==> config.mk <==
export PLATFORM = sky130hd
export DESIGN_NAME = key_input_debounce
export DESIGN_NICKNAME = d
export VERILOG_FILES = /design/src/rtl/key_input_debounce.sv
export SDC_FILE = /design/constraint.sdc
export NUM_CORES = 1
export LEC_CHECK = 0
export CORE_UTILIZATION = 50
export DETAILED_ROUTE_END_ITERATION = 8
export PLACE_DENSITY = 0.9
export SLEW_MARGIN = 20
export SYNTH_ARGS = -nofsm -noshare
export SYNTH_HDL_FRONTEND = slang
export SYNTH_SLANG_ARGS = --single-unit
==> constraint.sdc <==
create_clock -name clk -period 2 [get_ports clk]
set_clock_uncertainty 0.2 [all_clocks]
set_input_delay 0.4 -clock clk [delete_from_list [all_inputs] [get_ports clk]]
set_output_delay 0.4 -clock clk [all_outputs]
set_load 0.01 [all_outputs]
==> src/rtl/key_input_debounce.sv <==
// key_input_debounce: keypad front end. Each key is synchronised, sub-tick presses
// are stretched until the next clk_ce tick, and the level is debounced over
// DEBOUNCE_LEN consecutive ticks. Keys 0..7 are readable (active low) at REG_ADDR;
// every key raises a one-clk IRQ pulse when a press is accepted.
// Optional macro KEY_RELEASE_IRQ_EN: IRQ also pulses on accepted releases.

// Per-key lane: sync, stretch latch, debounce counter, IRQ pulse.
module key_input_debounce_lane #(
    parameter int DEBOUNCE_LEN = 4
) (
    input  logic clk,
    input  logic reset,
    input  logic clk_ce,
    input  logic key_raw,
    output logic stable,
    output logic irq
);
    localparam int CW = $clog2(DEBOUNCE_LEN) + 1;
    localparam logic [CW-1:0] CNT_LAST = CW'(DEBOUNCE_LEN - 1);

    logic [1:0]    r_sync;
    logic          r_latch;
    logic          r_stable;
    logic          r_irq;
    logic [CW-1:0] r_cnt;
    logic          w_sync;
    logic          w_sample;
    logic          w_accept;

    assign w_sync   = r_sync[1];
    // A press seen anywhere since the last tick counts as pressed for this tick.
    assign w_sample = r_latch | w_sync;
    assign w_accept = clk_ce && (w_sample != r_stable) && (r_cnt == CNT_LAST);

    // Two-flop synchroniser for the asynchronous key level.
    always_ff @(posedge clk) begin
        if (reset) r_sync <= 2'b00;
        else       r_sync <= {r_sync[0], key_raw};
    end

    // Stretch latch: holds any press between ticks, cleared on each tick.
    always_ff @(posedge clk) begin
        if (reset)       r_latch <= 1'b0;
        else if (clk_ce) r_latch <= 1'b0;
        else if (w_sync) r_latch <= 1'b1;
    end

    // Debounce: a differing sample must persist DEBOUNCE_LEN ticks in a row.
    always_ff @(posedge clk) begin
        if (reset) begin
            r_cnt    <= '0;
            r_stable <= 1'b0;
        end else if (clk_ce) begin
            if (w_sample == r_stable) begin
                r_cnt <= '0;
            end else if (r_cnt == CNT_LAST) begin
                r_stable <= w_sample;
                r_cnt    <= '0;
            end else begin
                r_cnt <= r_cnt + CW'(1);
            end
        end
    end

    // IRQ pulse: registered, high for the single clk after an accepted event.
    always_ff @(posedge clk) begin
        if (reset) r_irq <= 1'b0;
`ifdef KEY_RELEASE_IRQ_EN
        else       r_irq <= w_accept;
`else
        else       r_irq <= w_accept && w_sample;
`endif
    end

    assign stable = r_stable;
    assign irq    = r_irq;
endmodule

// Top: array of lanes plus the combinational bus read port.
module key_input_debounce #(
    parameter int          NUM_KEYS     = 9,
    parameter int          DEBOUNCE_LEN = 4,
    parameter logic [23:0] REG_ADDR     = 24'h2052
) (
    input  logic                clk,
    input  logic                reset,
    input  logic                clk_ce,
    input  logic [NUM_KEYS-1:0] keys_active,
    input  logic [23:0]         bus_address_in,
    output logic [7:0]          bus_data_out,
    output logic [NUM_KEYS-1:0] key_irq,
    output logic [NUM_KEYS-1:0] keys_stable
);
    localparam int REG_KEYS = (NUM_KEYS < 8) ? NUM_KEYS : 8;

    logic [7:0] w_reg;

    for (genvar g = 0; g < NUM_KEYS; g++) begin : g_lane
        key_input_debounce_lane #(
            .DEBOUNCE_LEN(DEBOUNCE_LEN)
        ) u_lane (
            .clk    (clk),
            .reset  (reset),
            .clk_ce (clk_ce),
            .key_raw(keys_active[g]),
            .stable (keys_stable[g]),
            .irq    (key_irq[g])
        );
    end

    // Register bits are active low; reset forces all-released so it reads FF.
    for (genvar b = 0; b < 8; b++) begin : g_bit
        if (b < REG_KEYS) begin : g_used
            assign w_reg[b] = reset | ~keys_stable[b];
        end else begin : g_unused
            assign w_reg[b] = 1'b1;
        end
    end

    assign bus_data_out = (bus_address_in == REG_ADDR) ? w_reg : 8'h00;
endmodule

**After elaboration in Yosys (flattened, before gate mapping)**

Index checks and enable logic that the tools add are counted.

- Logic and storage cells: 172
- Input port bits: 36
- Output and inout bits: 26
- Register bits after elaboration: 72

- Muxes and demuxes: 19
- Equality and inequality tests: 28
- Bitwise operators: 34
- Reductions and logical operators: 37
- Add/subtract/negate cells: 9

Operators by type and width:

| operator | number |
|---|---|
| $mux W3 | 18 |
| $add A3 B1 Y3 const B | 9 |
| $eq A3 B2 Y1 const B | 9 |
| $logic_and A1 B1 Y1 | 27 |
| $reduce_and A3 Y1 | 9 |
| $eq A24 B14 Y1 const B | 1 |
| $not A1 Y1 | 17 |
| $or A1 B1 Y1 | 17 |
| $eq A1 B1 Y1 | 9 |
| $ne A1 B1 Y1 | 9 |
| $mux W8 | 1 |
| $reduce_or A2 Y1 | 1 |

**Depth between registers and ports, before layout**

- Word-level depth: 5
- Gate-level depth with buffers: 5
- Depth with buffers taken out: 4

**Modules after synthesis**

From an unflattened synthesis, not the netlist that was laid out.

- Cells, all modules: 285
- Area, all modules: 3,049.2 um2

By module, submodules not included:

| module | cells an instance | instances | area an instance (um2) | sequential area each (um2) |
|---|---|---|---|---|
| key_input_debounce_lane | 29 | 9 | 314.1 | 160.2 |
| key_input_debounce | 24 | 1 | 222.7 | 0.0 |

**Least setup slack after synthesis**

No wires, ideal clock.

- Path type: input-to-output
- From: in bus_address_in[15]
- To: out bus_data_out[0]
- Required time: 1.400 ns
- Arrival time: 1.240 ns
- Path buffers: 0
- Stages on the path: 3
- Slack: 0.160 ns
- Cells stage by stage: nor4b_2 -> nand4_2 -> nor3_1

- Cells in the longest elaborated chain, start to end: 2

RTL lines:

| element | RTL line | source |
|---|---|---|
| start: declaration | 89 | `input logic [23:0] bus_address_in,` |
| $eq A24 B14 Y1 | 120 | `assign bus_data_out = (bus_address_in == REG_ADDR) ? w_reg : 8'h00;` |
| $mux W8 | 120 |  |
| end: declaration | 90 | `output logic [7:0] bus_data_out,` |

Every way passes these cells.

**Worst setup path in the final report**

- From: in bus_address_in[23]
- To: out bus_data_out[2]

Same word-level chain as after synthesis.

==> flow_metrics.py <==
metrics = {
    "timing": {
        "whs_ps": 237,
        "slew_headroom": 0.714,
        "drv_slew": 0,
        "worstMarginPinSlew_ps": 429,
        "min_period_ps": 2030,
        "grt_setup_unrepaired": "yes",
        "setup_violations": 8,
        "finalHoldViolCount": 0,
        "max_freq_ghz": 0.493,
        "setup_ws_ps": -28.9,
        "period_share": 1.01,
    },
    "critical_path": {
        "crit_top_cell": "buf_8",
        "arrival_ps": 1430,
        "r2r_end": "g_lane[5].u_lane.r_cnt[0]$_SDFFE_PP0P_",
        "crit_family": "simple AND/OR/NAND/NOR gates",
        "worst_r2r_startpoint": "g_lane[5].u_lane.r_cnt[0]$_SDFFE_PP0P_",
        "r2r_slack_ps": 310,
        "timing.critical_path.cells": "buf_8 -> nor4_4 -> nand4_2 -> buf_8 -> nor3_2 -> buf_2",
        "slowest_stage": "nor4_4",
        "worst_setup_path_start_kind": "input pin",
        "cp_max_fo": 8,
        "path_class": "in2out",
        "path_buf_inv": 3,
        "max_stage_delay_ps": 290,
        "reg2reg_depth": 4,
        "cp-end-kind": "output pin",
        "cp.required_ps": 1400,
    },
    "clock_network": {
        "tritoncts": "done",
        "cts.clk_slew.worst_paths_ps": 70,
        "clock_sinks": 72,
        "root_buffer": "clkbuf_8",
        "htree_levels": 3,
        "cts_buffers": 9,
        "clock_latency_ps": 350,
        "cts_buffer_depth": 2,
        "postCtsHoldBufs": 0,
    },
    "grt": {
        "grt_pass1_vias": 2281,
        "grt-busiest-layer": "met2",
        "met2_usage": 0.375,
        "antenna_found_initial": 0,
        "grt_pass1_wl_um": 10200,
        "grt.overflow.total": 0,
        "grt_util_met1": 0.228,
        "grt_use_total": 0.217,
        "grt_start_max_net_pins": 37,
        "grt.met3_usage": 0.0826,
    },
    "worst_hold_path": {
        "hp-class": "reg2reg",
        "min_to": "g_lane[2].u_lane.r_sync[1]$_SDFF_PP0_",
        "min_from": "g_lane[2].u_lane.r_sync[0]$_SDFF_PP0_",
        "hold-path-cell-count": 1,
    },
    "place": {
        "dpl.hpwl_um": 4330,
        "placed_area_um2": 3540,
        "finalWeightedCongestion": 0.759,
        "io_buffers": 61,
    },
    "finish": {
        "antenna_cells": 0,
        "area_delta_synth_final_pct": 30.6,
        "final_cell_area_um2": 3830,
        "drive_above_1_share": 0.204,
        "finalNetCount": 403,
        "layout_common_cells": "71 x dfxtp_1, 35 x nor2b_1, 31 x nand2_1",
        "final_common_cell": "dfxtp_1",
    },
    "yosys": {
        "synth_area_per_cell_um2": 9.75,
        "ys_warn_count": 0,
        "synth_nets": 346,
        "ys_types": 29,
        "ys_ff_latch": 72,
        "syn_inst": 301,
        "ys_seq_area_frac": 0.491,
        "syn_area_um2": 2930,
    },
    "drt": {
        "wl_per_cell_um": 14.5,
        "vias": 2331,
        "final_antenna_net_count": 0,
        "firstDrtPassIters": 4,
        "avgViaCountPerCell": 5.36,
        "drc": 0,
        "wirelength_um": 6300,
        "drt_iter0_drc": 120,
    },
    "job": {
        "maxCapViolCount": 0,
    },
    "power": {
        "powerDensity_nw_per_um2": 806,
        "p_total_w": 0.00309,
        "peakVddDrop_mv": 0.682,
        "p_leak_nw": 1.51,
    },
    "die": {
        "io_pins": 62,
        "die_h_um": 78.6,
        "die_w_um": 78.6,
        "coreArea_um2": 5570,
        "start_util": 0.526,
        "rows": 27,
        "die_area_um2": 6180,
    },
    "status": {
        "violations": "negative setup slack",
        "status": "finished with violations",
    },
}
==> synth_stat cells <==
cell type	n	area [um^2]
dfxtp_1	72	1440
nor2b_1	35	219
nand2_1	31	116
buf_4	18	135
nor2_1	18	67.6
o41ai_1	16	140
nor3_1	15	75.1
inv_1	13	48.8
buf_2	10	50.1
a21oi_1	9	45.0
a311oi_1	9	78.8
ha_1	9	113
or3_1	9	56.3
xor2_1	9	78.8
o21ai_0	5	25.0
nor4b_1	4	35.0
o41ai_2	4	65.1
clkbuf_1	2	7.51
nor4_2	2	25.0
nor4b_2	2	30.0
and2b_1	1	7.51
buf_6	1	11.3
nand2b_1	1	6.26
nand4_2	1	12.5
nor2_4	1	11.3
o31ai_1	1	7.51
o32ai_1	1	8.76
or2_1	1	6.26
or4b_1	1	10.0
==> worst max path at each step <==
stage                                  start               to  slack, ps  depth (start not counted)
after detailed placement  bus_address_in[19]  bus_data_out[4]       -910                          5
final                     bus_address_in[23]  bus_data_out[2]        -30                          6
after global routing      bus_address_in[23]  bus_data_out[5]        -70                          6
after CTS                  bus_address_in[0]  bus_data_out[0]          2                          6
after global placement     bus_address_in[0]  bus_data_out[0]       -830                          5
after floorplan           bus_address_in[15]  bus_data_out[0]        160                          3
==> power by group <==
| group | leakage, nW | internal [W] | switching, W |
|---|---|---|---|
| Clock | 0.126 | 0.000894 | 0.000530 |
| Sequential | 0.585 | 0.00146 | 0.0000107 |
| Combinational | 0.801 | 0.0000893 | 0.000102 |
==> timing repair <==
action | 4_1_cts | 5_1_grt
hold endpoints to repair | 0 | 0
setup endpoints to repair | 8 | 11
gates resized for setup | 106 | 21
buffers inserted | 1 | 0
pin swaps | 16 | 15
==> area by class of cell <==
cell class | instances | area [um^2]
inverters | 13 | 48.8
clock buffers | 11 | 151
multi-input cells | 185 | 1330
fillers | 435 | 1740
well taps | 72 | 90.1
flip-flops and latches | 72 | 1440
clock inverters | 5 | 103
repair buffers | 77 | 662
==> layer usage <==
layer | share of wire | wire (um)
met1 | 0.40 | 2500
met2 | 0.50 | 3150
met3 | 0.077 | 483
met4 | 0.027 | 167
met5 | 0 | 0
==> metrics by stage <==
stage | TNS [ps] | worst slack [ps] | std cells | utilization
floorplan | 0 | 160 | 301 | -
global placement | -6580 | -831 | 418 | 0.635
detailed placement | -7120 | -914 | 418 | 0.635
CTS | 0 | 2.29 | 435 | 0.683
global route | -401 | -66.7 | 435 | 0.687
finish | -138 | -28.9 | 435 | 0.687
==> kinds of logic after synthesis <==
group,share of synthesized area
buffers and inverters,0.0861
adders and majority gates,0.0384
AOI/OAI and AO/OA,0.126
DFF,0.491
and+or+nand+nor,0.231
xor gates and xnor gates,0.0269
==> registers in the layout (all words and copies together), names as in the netlist <==
| name | count |
|---|---|
| g_lane.u_lane.r_cnt | 27 |
| g_lane.u_lane.r_latch | 9 |
| g_lane.u_lane.irq | 9 |
| g_lane.u_lane.stable | 9 |
| g_lane.u_lane.r_sync | 18 |
No activity file was read; power rests on OpenSTA's default activity.
